$ cat src/rtl/dmem_arbiter.sv
`default_nettype none
// ============================================================================
// Module   : dmem_arbiter
// Brief    : Pipeline/loader arbiter for the 512-byte big-endian Data_Memory,
//            with starvation-bounded loader grant and alignment checking.
// Revision : 1.0 - initial release
// ============================================================================
module dmem_arbiter #(
    parameter int STARVE_LIMIT = 4
) (
    input  logic        clk,
    input  logic        reset,
    input  logic        p_valid,
    input  logic        p_rw,
    input  logic [1:0]  p_size,
    input  logic        p_se,
    input  logic [8:0]  p_addr,
    input  logic [31:0] p_wdata,
    output logic [31:0] p_rdata,
    output logic        p_stall,
    output logic        p_err,
    input  logic        l_req,
    input  logic        l_rw,
    input  logic [1:0]  l_size,
    input  logic        l_se,
    input  logic [8:0]  l_addr,
    input  logic [31:0] l_wdata,
    output logic        l_ack,
    output logic [31:0] l_rdata,
    output logic        l_err,
    output logic [8:0]  m_addr,
    output logic [31:0] m_wdata,
    output logic [1:0]  m_size,
    output logic        m_rw,
    output logic        m_e,
    output logic        m_se,
    input  logic [31:0] m_rdata
);

    typedef enum logic [0:0] {
        S_IDLE = 1'b0,
        S_ACK  = 1'b1
    } state_t;

    localparam logic [2:0] c_STARVE_LIMIT = 3'(STARVE_LIMIT);

    state_t      r_state;
    logic [2:0]  r_starve_cnt;
    logic        r_l_ack;
    logic        r_l_err;
    logic [31:0] r_l_rdata;

    logic        w_l_gnt;
    logic        w_p_gnt;
    logic        w_legal;

    function automatic logic f_legal(input logic [1:0] size, input logic [1:0] lsb);
        case (size)
            2'b00:   f_legal = 1'b1;
            2'b01:   f_legal = (lsb[0] == 1'b0);
            2'b10:   f_legal = (lsb == 2'b00);
            default: f_legal = 1'b0;
        endcase
    endfunction

    // The loader is only ever granted from IDLE; the ACK cycle belongs to the pipeline.
    assign w_l_gnt = (r_state == S_IDLE) && l_req &&
                     (!p_valid || (r_starve_cnt == c_STARVE_LIMIT));
    assign w_p_gnt = p_valid && !w_l_gnt;

    always_comb begin
        m_addr  = p_addr;
        m_wdata = p_wdata;
        m_size  = p_size;
        m_rw    = p_rw;
        m_se    = p_se;
        if (w_l_gnt) begin
            m_addr  = l_addr;
            m_wdata = l_wdata;
            m_size  = l_size;
            m_rw    = l_rw;
            m_se    = l_se;
        end
    end

    assign w_legal = f_legal(m_size, m_addr[1:0]);
    assign m_e     = (w_l_gnt || w_p_gnt) && w_legal && !reset;

    assign p_stall = p_valid && w_l_gnt;
    assign p_err   = p_valid && !p_stall && !w_legal;
    assign p_rdata = (w_p_gnt && w_legal && !p_rw) ? m_rdata : 32'h0;

    assign l_ack   = r_l_ack;
    assign l_err   = r_l_err;
    assign l_rdata = r_l_rdata;

    always_ff @(posedge clk) begin
        if (reset) begin
            r_state      <= S_IDLE;
            r_starve_cnt <= 3'd0;
            r_l_ack      <= 1'b0;
            r_l_err      <= 1'b0;
            r_l_rdata    <= 32'h0;
        end else begin
            case (r_state)
                S_IDLE: begin
                    if (w_l_gnt) begin
                        r_l_rdata    <= (w_legal && !l_rw) ? m_rdata : 32'h0;
                        r_l_err      <= !w_legal;
                        r_l_ack      <= 1'b1;
                        r_starve_cnt <= 3'd0;
                        r_state      <= S_ACK;
                    end else if (l_req) begin
                        if (r_starve_cnt != c_STARVE_LIMIT) begin
                            r_starve_cnt <= r_starve_cnt + 3'd1;
                        end
                    end else begin
                        r_starve_cnt <= 3'd0;
                    end
                end
                S_ACK: begin
                    r_l_ack <= 1'b0;
                    r_l_err <= 1'b0;
                    r_state <= S_IDLE;
                end
                default: r_state <= S_IDLE;
            endcase
        end
    end

endmodule
`default_nettype wire
$ cat config.mk
export PLATFORM = sky130hd
export DESIGN_NAME = dmem_arbiter
export DESIGN_NICKNAME = d
export VERILOG_FILES = /design/src/rtl/dmem_arbiter.sv
export SDC_FILE = /design/constraint.sdc
export NUM_CORES = 1
export LEC_CHECK = 0
export CELL_PAD_IN_SITES_DETAIL_PLACEMENT = 0
export CELL_PAD_IN_SITES_GLOBAL_PLACEMENT = 1
export CORE_MARGIN = 2
export CORE_UTILIZATION = 21
export DETAILED_ROUTE_END_ITERATION = 16
export GPL_ROUTABILITY_DRIVEN = 0
export HOLD_SLACK_MARGIN = 0.1
export PLACE_DENSITY_LB_ADDON = 0.05
export SLEW_MARGIN = 20
export SYNTH_ARGS = -nofsm -noshare
export SYNTH_HDL_FRONTEND = slang
export SYNTH_SLANG_ARGS = --single-unit
$ cat constraint.sdc
create_clock -name clk -period 2.47 [get_ports clk]
set_input_delay 0.494 -clock clk [delete_from_list [all_inputs] [get_ports clk]]
set_output_delay 0.494 -clock clk [all_outputs]
set_load 0.02 [all_outputs]
# Word level (Yosys, flattened, before mapping)
# Index checks and enable logic that the tools add are counted.
# W data, S select, Z words.
# op_classes
add_sub_neg,1
n_eq_ne,6
mux,17
bitwise_logic,2
reduce_logical,24
# ops
cell,count
$mux W32,3
$logic_and A1 B1 Y1,11
$mux W3,3
$mux W9,1
$logic_not A1 Y1,7
$pmux W1 S2,3
$mux W1,5
$logic_not A2 Y1,2
$reduce_and A2 Y1,2
$add A3 B1 Y3 const B,1
$eq A3 B3 Y1 const B,1
$ne A3 B1 Y1 const B,1
$ne A3 B3 Y1 const B,1
$pmux W1 S3,1
$eq A2 B1 Y1 const B,1
$eq A2 B2 Y1 const B,1
$logic_or A1 B1 Y1,2
$mux W2,1
$ne A2 B2 Y1 const B,1
$not A1 Y1,2
# word_totals
register_bits,38
in_bits,126
out_inout_bits,114
wordCells,55

# Logic depth before layout (Yosys ltp)
# depth
word_depth,9
depth_mapped,9
ltp_nobuf,6

# Least setup slack after synthesis
# OpenSTA, ideal clock, no wires.
# synth_timing
path_kind,input port to output port
startpoint,in p_addr[1]
endpoint,out p_rdata[10]
arrival_time_ns,1.670
required_time_ns,1.976
path_slack_ns,0.306
path_stages,4
n_path_buf,1
path_cell_list,nor3_1 > nor2_1 > clkbuf_1 > nor4_1
# synth_between
elab_chain_len,6
# synth_lines
element,line,rtl
"start, declared",17,"input logic [8:0] p_addr,"
$mux W9,77,if (w_l_gnt) begin
$logic_not A2 Y1,61,2'b10: f_legal = (lsb == 2'b00);
$pmux W1 S3,58,case (size)
$logic_and A1 B1 Y1 (2 in series),91,assign p_rdata = (w_p_gnt && w_legal && !p_rw) ? m_rdata : 32'h0;
$mux W32,91,
"end, declared",19,"output logic [31:0] p_rdata,"
# No other way between the ends.

# Worst setup path after layout
# layout_timing
startpoint,in p_valid
endpoint,out m_wdata[5]
# layout_between
elab_chain_len,4
# layout_lines
element,line,rtl
"start, declared",13,"input logic p_valid,"
$logic_not A1 Y1,68,(!p_valid || (r_starve_cnt == c_STARVE_LIMIT));
$logic_or A1 B1 Y1,68,
$logic_and A1 B1 Y1,67,assign w_l_gnt = (r_state == S_IDLE) && l_req &&
$mux W32,77,
"end, declared",32,"output logic [31:0] m_wdata,"
# No other way between the ends.

==> run metrics <==
post-synth cell types=26; largest net degree at the start of global routing=71; DRT Pass-1 Iters=4; Hold Slack=476.3 ps; critical path capture point type=output port; post-synthesis register bit count=38; Area Overhead vs Synth=97.42%; Pleak=2.632 nW; routed via count=3,607; DPL Wire Length=9.647 mm; RSZ-0062 raised after global routing=yes; vias in the first global route=3,506; status=finished, final reports clean; cell taking the most area after synthesis=dfxtp_1; Comb power frac=39.3%; total CTS buffers=5; fin crit period=2444 ps; count leader, synth=nand2_1; Slew Limit Fails=0; H-tree depth=2; effective utilization at floorplan=21.41%; area post-placement=5604 µm²; CTS tree=yes; final hold violation count=0; Die Wd=119.7 µm; CTS clk-pin slew, worst paths=60 ps; Synth async-reset ratio=0%; global-route wire length before repair=19.26 mm; share of power burned in registers=30.8%; share of cells above drive strength 1=28.57%; endpoints failing setup=0; count of port buffers added during placement=239; internal power=1.399 mW; switching pwr=661.7 µW; WP data required=1980 ps; CP Launch Type=primary input; met3 Use GR=5.181%; Setup TNS=0 ps; First DRT Iteration DRCs=127; Post-Route WL=12.63 mm; Peak VDD IR=0.2517 mV; vias per cell=4.431; Place WS=-594.4 ps; I/O pin count=240; PwrDens=371.1 nW/µm²; Layout Utilization=42.27%; Die ar.=14,340 µm²; Achievable Freq=0.4092 GHz; syn nets=511; worst slew pin tran=801.3 ps; CTS Hold Bufs=0; GR Overflow Total=0; CP arrival=1950 ps; core area=13,140 µm²; Clk pwr share=29.9%; Root Driver=clkbuf_16; Clk Latency, worst-skew pair=280 ps; initial antenna violation count=1; met1 global-route usage=20.02%; antenna viol nets, final=0; Synth top area share=27.05%; routed wire length per instance=15.52 µm; maximum buffer depth of the clock tree=2; Critical Setup Path Class=in2out; Final Net Count=765; period utilization=98.95%; critical path peak fanout=7; Synth Flop Type=dfxtp_1; synthesized area per cell=7.344 µm²; top cells by area, synth=dfxtp_1 (27%), nand2_1 (19%), o41ai_2 (19%); Final Skew=4.967 ps; Worst Setup Slack, final=25.97 ps; number of synthesized flops with an enable pin=0; drt drc=0; GRT Total Usage=17.05%; sequential area share after synthesis=27.05%; FP Rows=42; CTS sink cnt=38; HP Class=reg2reg; Post-Synthesis Cell Area=2813 µm²; Yosys warning count=0; Rel. slew slack=46.58%; Die Ht=119.7 µm; max-capacitance violation count=0; Worst R2R Setup Slack=540 ps; Cells after Synth=383; met2 GRT Util=30.07%; fraction of power spent switching nets=32.11%; GR peak layer=met2; fin area=5553 µm²; Synth top cells by count=nand2_1 (141), dfxtp_1 (38), inv_1 (36)
## registers in the layout (all words and copies together), names as in the netlist
register / flops
l_ack: 1
l_rdata: 32
l_err: 1
r_starve_cnt: 3
r_state: 1
## cell usage in the layout, fill, tap and decap left out, drive strengths merged, types with 2 or more instances in the layout
cell type / n
bufbuf: 2
a21oi: 8
clkbuf: 7
nor4: 32
ha: 2
nor2: 7
o41ai: 32
nand2b: 2
nand3b: 33
buf: 121
clkdlybuf4s50: 154
nor3: 2
clkdlybuf4s15: 4
dlygate4sd2: 3
dfxtp: 38
nand2: 141
or2: 2
inv: 36
## critical path, cell delays in order
cell,delay [ps]
clkdlybuf4s50_1,500
a21boi_4,210
or2_4,230
buf_4,150
nand2_1,50
nand2_1,60
clkdlybuf4s15_2,260
## logic make-up (layout without fill, tap and decap cells)
| kind of cell | Yosys count | count (layout) | share of synthesized area, % |
|---|---|---|---|
| and+or+nand+nor | 224 | 224 | 38.48 |
| buffers and inverters | 76 | 330 | 12.81 |
| AOI/OAI and AO/OA | 43 | 43 | 20.77 |
| DFF | 38 | 38 | 27.05 |
| adders and majority gates | 2 | 2 | 0.8895 |
| other | 0 | 1 | 0 |
## per-layer routing
layer / vias up / share of wire [%] / routed length, µm
met3: 9 / 8.7 / 1094
met2: 153 / 48 / 6107
met4: 0 / 1.2 / 149
li1: 1804 / - / -
met5: - / 0 / 0
met1: 1641 / 42 / 5283
## final timing paths
check	cells past startpoint	from	end
setup / recovery	7	p_valid	m_wdata[5]
setup reg to reg	8	r_starve_cnt[1]	l_rdata[23]
hold reg to reg	2	l_ack	l_ack
hold / removal	2	l_ack	l_ack
## stage by stage
stage                     cells  power, mW
after floorplan             383      1.007
final                       814      2.061
after CTS                   813      2.126
after global placement      801      1.496
after detailed placement    801      1.498
after global routing        813      2.172
## area by class of cell
class | count | area (µm²)
Tap cell | 176 | 220.2
Fill cell | 1404 | 7585
Clock inverter | 1 | 7.507
Antenna cell | 1 | 2.502
Inverter | 36 | 135.1
Multi-Input combinational cell | 269 | 1765
Clock buffer | 6 | 128.9
Sequential cell | 38 | 760.7
Timing Repair Buffer | 287 | 2532
## repair_timing
item	CTS	global route
setup buffers	3	0
resized for setup	329	37
setup endpoints to repair	79	57
pin swaps	2	0
cloned	2	0
## power by group through the flow
stage          logic, mW  clock network (mW)  registers [mW]
2_1_floorplan      0.347                   0           0.660
3_3_place_gp       0.849                   0           0.647
3_5_place_dp       0.851                   0           0.648
4_1_cts            0.848               0.643           0.634
5_1_grt            0.873               0.663           0.636
6_report           0.810               0.616           0.634
Power figures use the tool's default switching activity.
